**src/rtl/seg7_pkg.sv**
```systemverilog
// Shared constants and state encoding for the two-digit 7-segment scan driver.
package seg7_pkg;

  localparam logic [6:0] SEG_OFF  = 7'b1111111;
  localparam logic [6:0] SEG_ZERO = 7'b0000001;
  localparam logic [1:0] AN_OFF   = 2'b11;

  typedef enum logic [2:0] {
    S_OFF,
    S_UNITS,
    S_BLANK_U,
    S_TENS,
    S_BLANK_T
  } scan_state_t;

endpackage

```
**src/rtl/scan_phase_timer.sv**
```systemverilog
// Loadable down-counter that measures how long the scan FSM stays in a phase.
// done is high while the count is zero; the counter parks at zero until reloaded.
module scan_phase_timer #(
  parameter int WIDTH = 3
) (
  input  logic             clk,
  input  logic             rst_n,
  input  logic             load,
  input  logic [WIDTH-1:0] load_val,
  output logic             done
);

  logic [WIDTH-1:0] count_reg;

  // Reload on request, otherwise count down and stop at zero.
  always_ff @(posedge clk or negedge rst_n) begin
    if (!rst_n) begin
      count_reg <= '0;
    end else if (load) begin
      count_reg <= load_val;
    end else if (count_reg != '0) begin
      count_reg <= count_reg - 1'b1;
    end
  end

  assign done = (count_reg == '0);

endmodule

```
**src/rtl/seg7_scan_driver.sv**
```systemverilog
// Time-multiplexes a 14-bit active-low two-digit segment word onto one shared
// segment bus with per-digit anode enables and optional dead-time between digits.
// The input word is captured once per frame so a digit never tears mid-frame.
// Optional feature: define SEG7_LEADING_ZERO_BLANK_EN to blank a tens digit of zero.
import seg7_pkg::*;

module seg7_scan_driver #(
  parameter int DIGIT_CYCLES = 50000,
  parameter int BLANK_CYCLES = 500
) (
  input  logic        clk,
  input  logic        rst_n,
  input  logic        en,
  input  logic [13:0] displays,
  output logic [6:0]  seg,
  output logic [1:0]  an,
  output logic        frame_tick
);

  localparam int MAX_CYCLES = (DIGIT_CYCLES > BLANK_CYCLES) ? DIGIT_CYCLES : BLANK_CYCLES;
  localparam int TIMER_W    = $clog2(MAX_CYCLES + 1);
  localparam bit HAS_BLANK  = (BLANK_CYCLES > 0);
  // The timer is loaded with N-1 on entry: the entry cycle itself is the first
  // of the N cycles, and the exit edge is the one where the count reads zero.
  localparam int DIGIT_LOAD_INT = DIGIT_CYCLES - 1;
  localparam int BLANK_LOAD_INT = HAS_BLANK ? (BLANK_CYCLES - 1) : 0;
  localparam logic [TIMER_W-1:0] DIGIT_LOAD = TIMER_W'(DIGIT_LOAD_INT);
  localparam logic [TIMER_W-1:0] BLANK_LOAD = TIMER_W'(BLANK_LOAD_INT);

  scan_state_t        state_reg;
  scan_state_t        state_next;
  logic [13:0]        snap_reg;
  logic [6:0]         seg_reg;
  logic [6:0]         seg_next;
  logic [1:0]         an_reg;
  logic [1:0]         an_next;
  logic               tick_reg;
  logic               frame_start;
  logic               tens_blank;
  logic               timer_load;
  logic [TIMER_W-1:0] timer_load_val;
  logic               timer_done;
  logic [6:0]         digit_seg [2];

  // Split the latched word into per-digit segment groups (0 = units, 1 = tens).
  generate
    for (genvar gi = 0; gi < 2; gi++) begin : g_digit
      assign digit_seg[gi] = snap_reg[gi*7 +: 7];
    end
  endgenerate

`ifdef SEG7_LEADING_ZERO_BLANK_EN
  assign tens_blank = (digit_seg[1] == SEG_ZERO);
`else
  assign tens_blank = 1'b0;
`endif

  // Next phase: en low wins over everything, otherwise advance when the timer expires.
  always_comb begin
    state_next = state_reg;
    if (!en) begin
      state_next = S_OFF;
    end else begin
      case (state_reg)
        S_OFF:     state_next = S_UNITS;
        S_UNITS:   if (timer_done) state_next = HAS_BLANK ? S_BLANK_U : S_TENS;
        S_BLANK_U: if (timer_done) state_next = S_TENS;
        S_TENS:    if (timer_done) state_next = HAS_BLANK ? S_BLANK_T : S_UNITS;
        S_BLANK_T: if (timer_done) state_next = S_UNITS;
        default:   state_next = S_OFF;
      endcase
    end
  end

  // Every entry to the units phase starts a new frame and takes a new snapshot.
  assign frame_start = (state_next == S_UNITS) && (state_reg != S_UNITS);

  // Reload the phase timer whenever a new state is entered.
  always_comb begin
    timer_load     = (state_next != state_reg);
    timer_load_val = '0;
    case (state_next)
      S_UNITS, S_TENS:       timer_load_val = DIGIT_LOAD;
      S_BLANK_U, S_BLANK_T:  timer_load_val = BLANK_LOAD;
      default:               timer_load_val = '0;
    endcase
  end

  // Output values for the state being entered; a fresh frame shows the input directly.
  always_comb begin
    seg_next = SEG_OFF;
    an_next  = AN_OFF;
    case (state_next)
      S_UNITS: begin
        an_next  = 2'b10;
        seg_next = frame_start ? displays[6:0] : digit_seg[0];
      end
      S_TENS: begin
        an_next  = tens_blank ? AN_OFF : 2'b01;
        seg_next = tens_blank ? SEG_OFF : digit_seg[1];
      end
      default: begin
        an_next  = AN_OFF;
        seg_next = SEG_OFF;
      end
    endcase
  end

  // Scan FSM with registered outputs and the per-frame snapshot.
  always_ff @(posedge clk or negedge rst_n) begin
    if (!rst_n) begin
      state_reg <= S_OFF;
      seg_reg   <= SEG_OFF;
      an_reg    <= AN_OFF;
      tick_reg  <= 1'b0;
      snap_reg  <= 14'h3FFF;
    end else begin
      state_reg <= state_next;
      seg_reg   <= seg_next;
      an_reg    <= an_next;
      tick_reg  <= frame_start;
      if (frame_start) begin
        snap_reg <= displays;
      end
    end
  end

  scan_phase_timer #(
    .WIDTH(TIMER_W)
  ) u_timer (
    .clk      (clk),
    .rst_n    (rst_n),
    .load     (timer_load),
    .load_val (timer_load_val),
    .done     (timer_done)
  );

  assign seg        = seg_reg;
  assign an         = an_reg;
  assign frame_tick = tick_reg;

endmodule

```
**config.mk**
```make
export PLATFORM = sky130hd
export DESIGN_NAME = seg7_scan_driver
export DESIGN_NICKNAME = d
export VERILOG_FILES = /design/src/rtl/seg7_pkg.sv /design/src/rtl/scan_phase_timer.sv /design/src/rtl/seg7_scan_driver.sv
export SDC_FILE = /design/constraint.sdc
export NUM_CORES = 1
export LEC_CHECK = 0
export CAP_MARGIN = 25
export CORE_ASPECT_RATIO = 1.75
export CORE_MARGIN = 2
export CORE_UTILIZATION = 40
export CTS_BUF_LIST = sky130_fd_sc_hd__clkbuf_16
export DETAILED_ROUTE_END_ITERATION = 10
export PLACE_DENSITY = 0.7
export SKIP_LAST_GASP = 1
export SLEW_MARGIN = 15
export SYNTH_ARGS = -nofsm -noshare
export SYNTH_HDL_FRONTEND = slang
export SYNTH_SLANG_ARGS = --single-unit
```
**constraint.sdc**
```tcl
create_clock -name clk -period 3.3 [get_ports clk]
set_input_delay 0.66 -clock clk [delete_from_list [all_inputs] [get_ports clk]]
set_output_delay 0.66 -clock clk [all_outputs]
set_load 0.005 [all_outputs]
```
==> impl_metrics.ini <==
[status]
outcome = completed

[drt]
drt-pass1-iter-count = 4
drt_first_iter_violations = 32
average_detailed_routed_wire_length_per_instance_um = 15.3
post_drt_via_cell_ratio = 5.39
route.final.wire_length_um = 5030
num_vias = 1780
drc_errors = 0
antenna_violating_nets_post_route = 0

[sta]
hold_viol = 0
period_minus_slack_ns = 2.49
finalSetupViolCount = 0
worst-slew-pin-transition_ns = 0.762
final_clock_skew_ns = 0.00526
post-route-period-util_pct = 75.6
grt_setup_unrepaired = no
finalMaxSlewViolations = 0
timing.final.ws_setup_ns = 0.805
fin_tns_setup_ns = 0
max_freq_mhz = 401
slew_headroom_pct = 48.7

[place]
finalWeightedCongestion = 0.841
place.port_buffers = 26
minimum_setup_slack_after_placement_ns = 0.788
detailedPlacementHpwl_um = 3580

[cts]
clock_tree_buf_depth = 2
clk_pin_slew_ns = 0.06
cts-buffers-inserted = 5
ctsHtreeMaxLevel = 2
tritoncts_num_sinks = 43
clock_insertion_delay_worst_skew_ns = 0.28
cts_tree = yes
cts_hold_repair.buffers = 0
clk_root_buffer_cell = sky130_fd_sc_hd__clkbuf_16
post_cts_resized = 0
cts.repair_timing.setup_buffer_count = 0

[yosys]
syn-num-nets = 243
postSynth.topFlopCell = sky130_fd_sc_hd__dfstp_2
yosysSeqAreaShare_pct = 48.2
synth_top_cell_area_share_pct = 26.4
synthesis.instances = 224
synthDominantAreaCellType = sky130_fd_sc_hd__dfstp_2
post_synth.cell_area_avg_um2 = 10.2
synthDistinctLibCells = 42
synth_warnings = 0
yosys-top-cells-area = sky130_fd_sc_hd__dfstp_2, sky130_fd_sc_hd__dfrtp_1, sky130_fd_sc_hd__mux2_2
synth.ff_latch_count = 43
synth-async-reset-ratio_pct = 100
synthesis.area_mm2 = 0.00229
synth_edf_count = 0

[die]
die_area_mm2 = 0.00638
fp.dieH_um = 104
die_width_um = 61.2
rows = 36
initial_core_util_pct = 41.4
coreArea_mm2 = 0.00554
boundaryPins = 27

[final_layout]
fillers = 496
multi_input_area_mm2 = 0.00112
layout.area.seq_mm2 = 0.00110
final_layout_size_suffix_gt1_share_pct = 24.8
syn2layout_area_growth_pct = 23.1
layout_commonest_cell = sky130_fd_sc_hd__clkdlybuf4s50_1
commonest_cells_after_routing_fill_and_taps_aside = sky130_fd_sc_hd__clkdlybuf4s50_1, sky130_fd_sc_hd__dfstp_2, sky130_fd_sc_hd__o21ai_0, sky130_fd_sc_hd__dfrtp_1, sky130_fd_sc_hd__nand2_1
antenna_cells = 0
largest_register_ffs = 16
final_nets = 272

[global_route]
antenna_found_initial = 0
grt_pass1_wl_um = 8450
global_route.overflow_total = 0
grtUsageTotal_pct = 17.6
grt_start_max_net_pins = 44
first_global_vias = 1851

[hold_path]
hold_path_class = in -> async

[pwr]
vdd.ir_drop.worst_v = 0.000341
power.leakage_nw = 1.14
power-per-cell-area_mw_per_mm2 = 529

[worst_setup_path]
path_cells = nor4_2, nand4_2, mux2i_1, and3b_1, inv_1, o21ai_0
critPathRequiredTime_ns = 3.51
crit_path_max_fanout = 13
path_class = reg -> reg
critPathArrivalTime_ns = 2.70
cp-end-kind = register
timing.critical_path.from_type = register
critPathSlowestCell = sky130_fd_sc_hd__nor4_2
timing.critical_path.slowest_cell_delay_ns = 0.60

[job]
number_of_max_capacitance_violations_reported = 0
## power by group
part	switching, mW	leakage (nW)	total (mW)	internal (mW)
Combinational	0.131	0.563	0.280	0.149
Sequential	0.0700	0.492	0.690	0.620
Clock	0.198	0.0837	0.522	0.324
Total	0.399	1.14	1.49	1.09
## final cells by class
type	instances	share of cell area, %
multi-input cells	166	39.8
flip-flops and latches	43	39.1
repair buffers	32	11.3
clock buffers	6	5.32
well taps	76	3.37
inverters	5	0.665
clock inverters	2	0.354
## cell usage after synthesis, types with 3 or more instances
master,number
sky130_fd_sc_hd__mux2_2,14
sky130_fd_sc_hd__nor2_1,12
sky130_fd_sc_hd__nand2_1,19
sky130_fd_sc_hd__nand3_1,17
sky130_fd_sc_hd__a21oi_1,13
sky130_fd_sc_hd__o21a_1,4
sky130_fd_sc_hd__dfstp_2,23
sky130_fd_sc_hd__dfrtp_1,20
sky130_fd_sc_hd__nor4_1,3
sky130_fd_sc_hd__inv_1,5
sky130_fd_sc_hd__o21ai_0,20
sky130_fd_sc_hd__mux2i_1,9
sky130_fd_sc_hd__nor3_1,6
sky130_fd_sc_hd__xor2_1,5
sky130_fd_sc_hd__clkbuf_1,8
sky130_fd_sc_hd__and4b_1,4
sky130_fd_sc_hd__xnor2_1,8
## kinds of logic after synthesis
logic type	count (synthesis)	share of synthesized area [%]
and+or+nand+nor	83	20.7
buffers and inverters	15	2.78
adders and majority gates	2	1.09
DFF	43	48.2
muxes	23	10.8
AOI/OAI and AO/OA	45	11.5
xor gates and xnor gates	13	4.96
## final timing paths
path / from / to / slack [ns] / cells past startpoint
min in group clk: snap_reg[3] / seg[3] / 0.57 / 2
max in group asynchronous: rst_n / an[1] / 2.40 / 2
hold / removal: rst_n / frame_tick / 0.34 / 1
hold reg to reg: snap_reg[3] / seg[3] / 0.57 / 2
setup reg to reg: u_timer.count_reg[8] / seg[3] / 0.81 / 6
setup / recovery: u_timer.count_reg[8] / seg[3] / 0.81 / 6
## per-layer routing
layer  wire length, µm  track usage (%)  up-vias
li1                  -                -      862
met1              1920             18.9      881
met2              2890             31.4       31
met3               109             3.11        6
met4               112             7.76        0
met5                 0                0        -
## worst max-delay path, delay by kind of cell, from the launching register on
kind / cells / cell delay (ns)
buf+inv: 1 / 0.12
compound gates: 1 / 0.17
flops: 1 / 0.43
simple gates: 3 / 1.39
mux: 1 / 0.32
## through the flow
stage	cell area [µm²]	cells	hold WS [ns]	power (mW)	utilization [%]
finish	2820	330	0.338	1.49	51.0
floorplan	2290	224	0.364	0.862	-
global placement	2640	321	0.555	0.962	47.6
global route	2820	330	0.369	1.56	51.0
CTS	2800	329	0.549	1.50	50.5
detailed placement	2640	321	0.561	0.969	47.6
Note: power is estimated with default switching activity, not from simulation.
